File: config.mk
export PLATFORM = sky130hd
export DESIGN_NAME = fir_coeff_pair_loader
export DESIGN_NICKNAME = d
export VERILOG_FILES = /design/src/rtl/fir_coeff_pkg.sv /design/src/rtl/fir_coeff_pair_loader_word_stability_qualifier.sv /design/src/rtl/fir_coeff_pair_loader.sv
export SDC_FILE = /design/constraint.sdc
export NUM_CORES = 1
export LEC_CHECK = 0
export CORE_ASPECT_RATIO = 0.7
export CORE_MARGIN = 8
export CORE_UTILIZATION = 30
export DETAILED_ROUTE_END_ITERATION = 10
export GPL_TIMING_DRIVEN = 0
export PLACE_DENSITY = 0.58
export SYNTH_ARGS = -nofsm -noshare
export SYNTH_HDL_FRONTEND = slang
export SYNTH_SLANG_ARGS = --single-unit
File: constraint.sdc
create_clock -name user_clk -period 4.3 [get_ports user_clk]
set_input_delay 1.075 -clock user_clk [delete_from_list [all_inputs] [get_ports user_clk]]
set_output_delay 1.075 -clock user_clk [all_outputs]
set_load 0.05 [all_outputs]
File: src/rtl/fir_coeff_pkg.sv
// Shared constants, register-word field layout and loader FSM states for the
// b16/b17 FIR coefficient pair loader.
package fir_coeff_pkg;

  localparam int COEF_W = 16;
  localparam int WORD_W = 2 * COEF_W;

  localparam int HI_MSB = 31;
  localparam int HI_LSB = 16;
  localparam int LO_MSB = 15;
  localparam int LO_LSB = 0;

  typedef enum logic [1:0] {
    IDLE    = 2'd0,
    QUALIFY = 2'd1,
    PENDING = 2'd2
  } state_e;

endpackage

File: src/rtl/fir_coeff_pair_loader_word_stability_qualifier.sv
// Registers the incoming coefficient word and tracks how long the latest
// candidate has been seen unchanged, flagging stable, changed and reverted.
module word_stability_qualifier
  import fir_coeff_pkg::*;
#(
  parameter int                STABLE_CYCLES = 4,
  parameter logic [WORD_W-1:0] RESET_WORD    = '0
) (
  input  logic              clk,
  input  logic              rst,
  input  logic [WORD_W-1:0] reg_data,
  input  logic [WORD_W-1:0] active,
  input  logic              tracking,
  output logic [WORD_W-1:0] cand,
  output logic              stable,
  output logic              changed,
  output logic              reverted
);

  localparam int              CNT_W   = $clog2(STABLE_CYCLES + 1);
  localparam logic [CNT_W-1:0] CNT_MAX = CNT_W'(STABLE_CYCLES);

  logic [WORD_W-1:0] regw_q, regw_d;
  logic [WORD_W-1:0] cand_q, cand_d;
  logic [CNT_W-1:0]  cnt_q, cnt_d;
  logic              cnt_full;
  logic              load;

  always_ff @(posedge clk) begin
    if (rst) begin
      regw_q <= RESET_WORD;
      cnt_q  <= '0;
    end else begin
      regw_q <= regw_d;
      cnt_q  <= cnt_d;
    end
  end

  always_ff @(posedge clk) begin
    cand_q <= cand_d;
  end

  // A fresh candidate is captured when leaving IDLE or when the word moves
  // again while qualifying/pending; a revert to the applied word holds all.
  always_comb begin
    regw_d   = reg_data;
    reverted = (regw_q == active);
    changed  = (regw_q != cand_q);
    cnt_full = (cnt_q == CNT_MAX);
    stable   = tracking && !reverted && !changed && cnt_full;
    load     = !reverted && (!tracking || changed);
    cand_d   = load ? regw_q : cand_q;
    cnt_d    = cnt_q;
    if (load) begin
      cnt_d = CNT_W'(1);
    end else if (tracking && !reverted && !cnt_full) begin
      cnt_d = cnt_q + CNT_W'(1);
    end
  end

  assign cand = cand_q;

endmodule

File: src/rtl/fir_coeff_pair_loader.sv
// Applies a qualified b16/b17 coefficient word to the FIR taps only on a
// frame-sync pulse, reporting pending state, update pulse and update count.
module fir_coeff_pair_loader
  import fir_coeff_pkg::*;
#(
  parameter int                STABLE_CYCLES = 4,
  parameter int                COEF_W        = 16,
  parameter logic [COEF_W-1:0] RESET_COEF_HI = 16'h0000,
  parameter logic [COEF_W-1:0] RESET_COEF_LO = 16'h0000,
  parameter int                COUNT_W       = 16
) (
  input  logic                user_clk,
  input  logic                user_rst,
  input  logic [2*COEF_W-1:0] reg_data,
  input  logic                sync_in,
  output logic [COEF_W-1:0]   coef_b16,
  output logic [COEF_W-1:0]   coef_b17,
  output logic                coef_update,
  output logic                pending,
  output logic [COUNT_W-1:0]  update_count
);

  state_e               state_q, state_d;
  logic [COEF_W-1:0]    coef_hi_q, coef_hi_d;
  logic [COEF_W-1:0]    coef_lo_q, coef_lo_d;
  logic                 update_q, update_d;
  logic [COUNT_W-1:0]   count_q, count_d;

  logic [2*COEF_W-1:0]  active;
  logic [2*COEF_W-1:0]  cand;
  logic                 stable;
  logic                 changed;
  logic                 reverted;
  logic                 tracking;
  logic                 apply;

  // The applied word is exactly the concatenated tap registers.
  assign active   = {coef_hi_q, coef_lo_q};
  assign tracking = (state_q != IDLE);

  word_stability_qualifier #(
    .STABLE_CYCLES(STABLE_CYCLES),
    .RESET_WORD   ({RESET_COEF_HI, RESET_COEF_LO})
  ) u_qual (
    .clk     (user_clk),
    .rst     (user_rst),
    .reg_data(reg_data),
    .active  (active),
    .tracking(tracking),
    .cand    (cand),
    .stable  (stable),
    .changed (changed),
    .reverted(reverted)
  );

  always_ff @(posedge user_clk) begin
    if (user_rst) begin
      state_q <= IDLE;
    end else begin
      state_q <= state_d;
    end
  end

  always_comb begin
    state_d = state_q;
    unique case (state_q)
      IDLE: begin
        if (!reverted) state_d = QUALIFY;
      end
      QUALIFY: begin
        if (reverted)    state_d = IDLE;
        else if (stable) state_d = PENDING;
      end
      PENDING: begin
        if (reverted)     state_d = IDLE;
        else if (changed) state_d = QUALIFY;
        else if (sync_in) state_d = IDLE;
      end
      default: state_d = IDLE;
    endcase
  end

  // A word move in the same cycle as sync_in suppresses the apply.
  always_comb begin
    pending   = (state_q == PENDING);
    apply     = (state_q == PENDING) && stable && sync_in;
    coef_hi_d = apply ? cand[HI_MSB:HI_LSB] : coef_hi_q;
    coef_lo_d = apply ? cand[LO_MSB:LO_LSB] : coef_lo_q;
    update_d  = apply;
    count_d   = apply ? count_q + COUNT_W'(1) : count_q;
  end

  always_ff @(posedge user_clk) begin
    if (user_rst) begin
      coef_hi_q <= RESET_COEF_HI;
      coef_lo_q <= RESET_COEF_LO;
      update_q  <= 1'b0;
      count_q   <= '0;
    end else begin
      coef_hi_q <= coef_hi_d;
      coef_lo_q <= coef_lo_d;
      update_q  <= update_d;
      count_q   <= count_d;
    end
  end

  assign coef_b16     = coef_hi_q;
  assign coef_b17     = coef_lo_q;
  assign coef_update  = update_q;
  assign update_count = count_q;

endmodule

Yosys cells after proc, flatten, opt, wreduce, memory -nomap -nowiden
Index checks and enable logic that the tools add are counted.

word-level totals
  word-level logic and storage cells = 45
  output and inout bits = 50
  bits in registers = 118
  bits of input ports = 35

operators by class
  eq/ne operators = 8
  add/subtract/negate cells = 2
  reductions and logical operators = 17
  mux-type cells = 9

operators by type and width
  cell                                                   number
  equality test 32 bit                                   1
  inequality test 32 bit                                 1
  adder 16 x 1 -> 16 bit, second input constant          1
  2-to-1 mux 2 bit                                       6
  logical AND 1 bit                                      7
  case mux 2 bit (3 select lines)                        1
  logical NOT 1 bit                                      4
  inequality test 4 x 2 -> 1 bit, second input constant  1
  nonzero test 2 bit                                     2
  adder 3 x 1 -> 3 bit, second input constant            1
  equality test 3 bit, second input constant             1
  inequality test 3 bit, second input constant           1
  AND reduction 3 bit                                    1
  equality test 2 x 1 -> 1 bit, second input constant    1
  equality test 2 bit, second input constant             1
  logical NOT 2 bit                                      1
  2-to-1 mux 1 bit                                       2
  inequality test 2 bit, second input constant           1
  OR reduction 2 bit                                     1
  logical OR 1 bit                                       1

Longest topological paths before layout
Gate-level depths: netlist (run 1).

  depth after elaboration = 8
  gate-level depth with buffers = 8
  depth with buffers taken out = 6

By module
From an unflattened synthesis (run 1), not the netlist that was laid out.

second synthesis, totals
  cells, all modules = 452
  area total of the unflattened synthesis = 4702.0 µm²

by module, submodules not included
  module                    cells an instance  area an instance (µm²)  instances  sequential area each (µm²)
  word_stability_qualifier  212                2722.6                  1          1661.6
  fir_coeff_pair_loader     240                1979.4                  1          1021.0

Worst setup path after synthesis (run 1)
OpenSTA, ideal clock, no wires.

  path kind = register -> register
  start point = register coef_hi_q[12] (netlist: coef_b16[12])
  end point = register u_qual.cand_q[0] (netlist: u_qual.cand[0]), enable pin
  cell stages (with the launch flop) = 5
  period minus slack after synthesis = 3.354 ns
  library setup time = 0.440 ns
  arrival time = 2.913 ns
  data required time = 3.860 ns
  buffers on the path = 0
  slack = 0.946 ns
  path through = dfxtp_1 -> xor2_1 -> nor4_1 -> and4_1 -> a2bb2oi_1

between the ends
  longest elaborated chain between the ends = 3

RTL lines
  element                 RTL line                                              RTL
  from (decl)             fir_coeff_pair_loader.sv:24                           logic [COEF_W-1:0] coef_hi_q, coef_hi_d;
  from (signal assigned)  fir_coeff_pair_loader.sv:100                          coef_hi_q <= coef_hi_d;
  equality test 32 bit    fir_coeff_pair_loader_word_stability_qualifier.sv:47  reverted = (regw_q == active);
  logical NOT 1 bit       fir_coeff_pair_loader_word_stability_qualifier.sv:51  load = !reverted && (!tracking || changed);
  logical AND 1 bit       fir_coeff_pair_loader_word_stability_qualifier.sv:51
  named net u_qual.load   fir_coeff_pair_loader_word_stability_qualifier.sv:27  logic load;
  to (signal assigned)    fir_coeff_pair_loader_word_stability_qualifier.sv:40  cand_q <= cand_d;
  to (decl)               fir_coeff_pair_loader_word_stability_qualifier.sv:24  logic [WORD_W-1:0] cand_q, cand_d;

The timed path passes the listed nets, and every way through them passes these cells.
A chain may end at the register's enable or synchronous reset.

Worst setup path in the final report (run 1)
  start point = register state_q[1]
  end point = output pending

between the ends
  longest elaborated chain between the ends = 1

RTL lines
  element                 RTL line                     RTL
  from (decl)             fir_coeff_pair_loader.sv:23  state_e state_q, state_d;
  from (signal assigned)  fir_coeff_pair_loader.sv:60  state_q <= state_d;
  equality test 2 bit     fir_coeff_pair_loader.sv:85  pending = (state_q == PENDING);
  to (decl)               fir_coeff_pair_loader.sv:19  output logic pending,

Every way passes these cells.

==> results.py, run 1 <==
metrics = {
    "run_status": {
        "status": "complete, no violations",
    },
    "finish": {
        "nNetsFinal": 622,
        "fillers": 1581,
        "final_layout_size_suffix_gt1_share_pct": 8.375,
        "area_growth_pct": 35.36,
        "fin_cells": 822,
        "antenna_cells": 0,
        "fin_area_mm2": 0.006744,
        "fin_util_pct": 41.38,
    },
    "global_routing": {
        "antenna_found_initial": 0,
        "globalRouteOverflowTotal": 0,
        "grt_max_degree": 26,
        "track_usage_pct": 14.73,
        "grt_pass1_vias": 4110,
        "grt_pass1_wl_um": 23450,
    },
    "synthesis": {
        "synth_top_area_share_pct": 34.56,
        "synthXorXnorAreaFrac_pct": 11.25,
        "ys_ff_latch": 118,
        "ys_top_cells_by_area": "dfxtp_1 (35%), edfxtp_1 (19%), nor2b_1 (5.7%), xnor2_1 (5.6%), xor2_1 (5.6%)",
        "synth_adder_area_share_pct": 0.7534,
        "synth.distinct_cells": 39,
        "async_flop_share_pct": 0,
        "yosysTopAreaCell": "dfxtp_1",
        "synth_area_mm2": 0.004982,
        "synthMuxAreaShare_pct": 2.913,
        "synth_edf_count": 32,
        "synthFlopType": "dfxtp_1",
        "synth_compound_area_share_pct": 8.865,
        "synth_area_per_cell_um2": 10.36,
        "synthSimpleGateAreaFrac_pct": 19.24,
        "syn_inst": 481,
        "synth_fp_nets": 519,
        "synth_top_family_by_area": "simple AND/OR/NAND/NOR gates",
        "synth-warning-count": 0,
        "ys_seq_area_share_pct": 53.84,
    },
    "clock_network": {
        "postCtsHoldBufs": 0,
        "root_buffer": "clkbuf_16",
        "cts.repair.resized": 0,
        "cts_buffers": 17,
        "cts_buffer_depth": 2,
        "post_cts_buffers": 0,
        "cts_num_sinks": 118,
        "tritoncts": "done",
        "clkSlewWorstSetupHoldPaths_ns": 0.06,
        "htreeDepth": 4,
        "clock_latency_ns": 0.41,
    },
    "timing": {
        "setup_ws_ns": 1.280,
        "skew_ns": 0.01728,
        "rsz0062_at_grt": "false",
        "finalCriticalPeriod_ns": 3.020,
        "drv_slew": 0,
        "tns_ns": 0,
        "finalSetupViolCount": 0,
        "finalHoldViolations": 0,
        "tightest_slew_ns": 0.7500,
        "fmax_mhz": 331.1,
        "hold_slack_ns": 0.4960,
        "post-route-period-util_pct": 70.23,
        "relSlewSlack_pct": 49.54,
    },
    "route": {
        "drt_iter0_drc": 376,
        "num_vias": 4049,
        "wl_um": 15310,
        "drtAntennaViolNets": 0,
        "route.detailed.drc": 0,
        "via_per_inst": 4.926,
        "detail_route.first_pass.iterations": 5,
        "wire_per_inst_um": 18.63,
    },
    "power": {
        "pwr_density_cell_mw_per_mm2": 415.7,
        "clkPwrFrac_pct": 52.2,
        "power.total_mw": 2.803,
        "netSwitchingFraction_pct": 21.02,
        "p_switching_uw": 589.4,
        "pwr-share-seq_pct": 43.1,
        "p_leak_nw": 2.476,
        "pwr-share-comb_pct": 4.8,
        "power.internal_mw": 2.214,
        "vdd.ir_drop.worst_mv": 0.2277,
    },
    "placed_design": {
        "dpl_cell_area_mm2": 0.006132,
        "port-buffer-count": 83,
        "dp_slack_ns": 1.239,
        "hpwl_um": 11110,
        "place_inst": 790,
        "place_congestion": 0.8009,
    },
    "die": {
        "die-area_mm2": 0.02105,
        "die_w_um": 170.0,
        "rows": 39,
        "io_pins": 85,
        "core_area_mm2": 0.01630,
        "start_util_pct": 30.57,
        "fp.dieH_um": 123.8,
    },
    "setup_path": {
        "cp.required_ns": 3.22,
        "critPathCaptureType": "output port",
        "worstPathArrival_ns": 1.94,
        "cp-start-kind": "flop",
        "path_max_fanout": 5,
        "critPathKind": "flop to output port",
    },
    "hold_path": {
        "hp-class": "flop to flop",
    },
    "flow_run": {
        "cap_violations": 0,
    },
}
==> placed cells by master (no fill, tap or decap), drive strengths merged, types with 16 or more instances in the layout <==
cell type / netlist / final
a21oi: 37 / 37
nor2b: 45 / 45
edfxtp: 32 / 32
clkdlybuf4s50: 0 / 83
xor2: 32 / 32
o21ai: 35 / 35
nor2: 16 / 16
nand3: 38 / 38
dfxtp: 86 / 86
clkbuf: 21 / 44
nor4: 25 / 25
nand4: 19 / 19
xnor2: 32 / 32
==> synth_stat cells, types with 2 or more instances <==
| cell | instances |
|---|---|
| nand4_1 | 18 |
| nor2_1 | 16 |
| nand3_1 | 38 |
| buf_6 | 2 |
| o31ai_1 | 2 |
| edfxtp_1 | 32 |
| inv_1 | 5 |
| nor4_2 | 2 |
| or3_1 | 3 |
| a21oi_1 | 37 |
| nand2_1 | 8 |
| a211oi_1 | 2 |
| and3_1 | 5 |
| buf_2 | 5 |
| o21ai_0 | 35 |
| ha_1 | 3 |
| clkbuf_1 | 21 |
| xnor2_1 | 32 |
| xor2_1 | 32 |
| mux2_1 | 5 |
| nor2b_1 | 45 |
| and4_1 | 3 |
| dfxtp_1 | 86 |
| mux2_2 | 7 |
| nor4_1 | 23 |
==> flip-flops by register name (all words and copies together), names as in the netlist <==
signal / count
coef_b16: 16
coef_b17: 16
coef_update: 1
state_q: 2
u_qual.cand: 32
u_qual.cnt_q: 3
u_qual.regw_q: 32
update_count: 16
==> cell families after synthesis <==
kind of cell,Yosys count
multiplexers,13
flip-flops,118
adder cells (fa/ha/maj),3
buffers and inverters,35
XOR/XNOR,64
AO/OA/AOI/OAI,82
AND/OR/NAND/NOR,166
==> critical path: stages (launching register included) <==
cell             delay [ns]
dfxtp_1                0.39
nor2b_1                0.28
clkdlybuf4s50_1        0.87
==> power groups by stage <==
stage,clock network [mW],logic (mW),registers (mW)
2_1_floorplan,0,0.0719,1.22
3_5_place_dp,0,0.132,1.23
5_1_grt,1.53,0.145,1.21
4_1_cts,1.48,0.134,1.21
3_3_place_gp,0,0.131,1.23
6_report,1.46,0.134,1.21
==> layer usage <==
layer	vias up	share of wire [%]	track usage (%)
li1	1923	-	-
met1	1970	49	20.74
met2	147	42	21.65
met3	9	7.9	4.465
met4	0	0.63	3.768
met5	-	0	0
==> area by class of cell <==
class / count / area (µm²) / share of cell area [%]
Tap cell: 225 / 281.5 / 4.174
Clock buffer: 23 / 488.0 / 7.236
Multi-Input combinational cell: 328 / 2161 / 32.04
Timing Repair Buffer: 84 / 850.8 / 12.62
Inverter: 5 / 18.77 / 0.2783
Clock inverter: 9 / 123.9 / 1.837
Buffer: 30 / 137.6 / 2.041
Sequential cell: 118 / 2683 / 39.78
==> worst paths after layout <==
kind,from,end,slack (ns),cells after the start
max reg2reg,coef_b16[5],coef_b16[13],1.37,8
max,state_q[1],pending,1.28,2
min,u_qual.regw_q[22],u_qual.cand[22],0.50,0
min reg2reg,u_qual.regw_q[22],u_qual.cand[22],0.50,0
Power figures use the tool's default switching activity.
==> run 2, diff against run 1 <==
--- a/config.mk
+++ b/config.mk
@@ -10,7 +10,7 @@
 export CORE_UTILIZATION = 30
 export DETAILED_ROUTE_END_ITERATION = 10
 export GPL_TIMING_DRIVEN = 0
-export PLACE_DENSITY = 0.58
+export PLACE_DENSITY = 0.6
 export SYNTH_ARGS = -nofsm -noshare
 export SYNTH_HDL_FRONTEND = slang
 export SYNTH_SLANG_ARGS = --single-unit
==> constraint.sdc (replaced) <==
create_clock -name user_clk -period 2.5 [get_ports user_clk]
set_input_delay 0.625 -clock user_clk [delete_from_list [all_inputs] [get_ports user_clk]]
set_output_delay 0.625 -clock user_clk [all_outputs]
set_load 0.05 [all_outputs]
==> run 2 against run 1 <==
  * The flow now finishes with violations (negative setup slack)
  * Critical path depth increased by 5
  * Flip-flop and latch count unchanged
  * Critical endpoint is now u_qual.cand[31]
  * Clock-buffer cell count decreased by 6
  * Sequential power is 72% higher
  * Worst setup slack got worse by 1.4 ns
  * Combinational power grew 89%
  * Global-route usage shrank 0.25 points
  * Register-to-register slack got worse by 1.5 ns
==> results.py, run 2 (same netlist as run 1, synthesis figures left out) <==
metrics = {
    "run_status": {
        "status": "finished with violations",
        "violations": "negative setup slack",
    },
    "setup_path": {
        "worstPathArrival_ns": 2.64,
        "critPathKind": "flop to flop",
        "r2r-end": "u_qual.cand[31]",
        "r2r-start": "u_qual.cand[21]",
        "setup.worst_path.start": "u_qual.cand[21]",
        "path_buf_inv": 2,
        "crit_chain": "xnor2_1 > nand4_1 > nor4_4 > buf_4 > nand2_4 > buf_8 > a2bb2oi_4",
        "path_delay_family": "compound AO/OA/AOI/OAI gates",
        "rr_worst_depth": 7,
        "critPathCaptureType": "flop",
        "cp.depth": 7,
        "slowest_stage": "a2bb2oi_4",
        "cp-start-kind": "flop",
        "cp.required_ns": 2.53,
        "endpoint": "u_qual.cand[31]",
        "max_stage_delay_ns": 0.89,
        "path_max_fanout": 34,
        "regToRegSetupSlack_ns": -0.11,
    },
    "timing": {
        "finalSetupViolCount": 36,
        "relSlewSlack_pct": 18.77,
        "skew_ns": 0.009033,
        "finalHoldViolations": 0,
        "setup_ws_ns": -0.1050,
        "tightest_slew_ns": 1.214,
        "rsz0062_at_grt": "true",
        "fmax_mhz": 383.9,
        "post-route-period-util_pct": 104.2,
        "finalCriticalPeriod_ns": 2.605,
        "drv_slew": 0,
    },
    "finish": {
        "nNetsFinal": 626,
        "final_layout_size_suffix_gt1_share_pct": 13.48,
        "antenna_cells": 0,
        "area_growth_pct": 38.75,
        "final_common_cell": "dfxtp_1",
        "final_cell_mix": "dfxtp_1 (86), clkdlybuf4s50_1 (82), nor2b_1 (45)",
        "fin_cells": 826,
    },
    "die": {
        "core_area_mm2": 0.01630,
        "fp.dieH_um": 123.8,
        "die_w_um": 170.0,
        "io_pins": 85,
        "rows": 39,
        "start_util_pct": 30.57,
        "die-area_mm2": 0.02105,
    },
    "route": {
        "route.detailed.drc": 0,
        "drt_iter0_drc": 316,
        "wire_per_inst_um": 18.65,
        "drtAntennaViolNets": 0,
        "detail_route.first_pass.iterations": 5,
        "via_per_inst": 5.000,
        "wl_um": 15410,
        "num_vias": 4130,
    },
    "placed_design": {
        "port-buffer-count": 83,
        "place_congestion": 0.8472,
        "hpwl_um": 10890,
        "place_inst": 789,
    },
    "power": {
        "pwr_density_cell_mw_per_mm2": 706.4,
        "vdd.ir_drop.worst_mv": 0.4307,
        "power.total_mw": 4.883,
        "p_leak_nw": 2.572,
    },
    "clock_network": {
        "postCtsHoldBufs": 0,
        "cts_buffers": 17,
        "tritoncts": "done",
        "cts_num_sinks": 118,
        "root_buffer": "clkbuf_16",
        "htreeDepth": 4,
        "clkSlewWorstSetupHoldPaths_ns": 0.06,
        "cts_buffer_depth": 2,
        "clock_latency_ns": 0.42,
    },
    "hold_path": {
        "hp-class": "flop to flop",
        "min_path_cells": 0,
    },
    "flow_run": {
        "cap_violations": 0,
    },
    "global_routing": {
        "grt_pass1_wl_um": 22910,
        "track_usage_pct": 14.48,
        "globalRouteOverflowTotal": 0,
        "grt_pass1_vias": 4043,
        "antenna_found_initial": 0,
        "grt_max_degree": 35,
    },
}
[run 2: repair_timing]
| item | 4_1_cts | 5_1_grt |
|---|---|---|
| cloned | 0 | 0 |
| resized for setup | 18 | 16 |
| setup buffers | 2 | 3 |
| pin swaps | 2 | 4 |
| setup endpoints to repair | 80 | 74 |
[run 2: worst min-delay path by stage]
stage	slack [ns]	to	start
finish	0.49	u_qual.cand[19]	u_qual.regw_q[19]
global route	0.52	u_qual.cand[22]	u_qual.regw_q[22]
CTS	0.50	u_qual.cand[19]	u_qual.regw_q[19]
detailed placement	0.49	u_qual.cand[22]	u_qual.regw_q[22]
global placement	0.48	u_qual.cand[18]	u_qual.regw_q[18]
floorplan	0.47	u_qual.cand[0]	u_qual.regw_q[0]
[run 2: layer usage]
metal / track usage (%) / vias to the layer above / part of all wire, %
met2: 22.10 / 153 / 44
li1: - / 1941 / -
met3: 5.161 / 24 / 7.3
met5: 0 / - / 0
met4: 4.588 / 0 / 1.6
met1: 18.99 / 2012 / 47
[run 2: power by group]
group          internal [mW]  switching (mW)
Sequential              2.02          0.0593
Combinational          0.131           0.122
Clock                   1.59           0.963
[run 2: cell type report]
class / instances / area (µm²)
multi-input cells: 328 / 2293
flip-flops and latches: 118 / 2683
clock buffers: 17 / 425.4
inverters: 5 / 18.77
well taps: 225 / 281.5
plain buffers: 30 / 153.9
clock inverters: 15 / 190.2
repair buffers: 88 / 867.1
fillers: 1573 / 9385
[run 2: per-stage QoR]
stage,setup TNS (ns),worst slack (ns),hold WS (ns),util [%],cell area (µm²)
floorplan,0,0.08481,0.4701,-,5000
global placement,-11.19,-0.3109,0.4775,37.50,6112
finish,-3.147,-0.1050,0.4943,42.42,6913
global route,-7.801,-0.1723,0.5180,42.42,6913
CTS,-2.641,-0.1109,0.4979,41.82,6817
detailed placement,-14.97,-0.3566,0.4868,37.50,6112
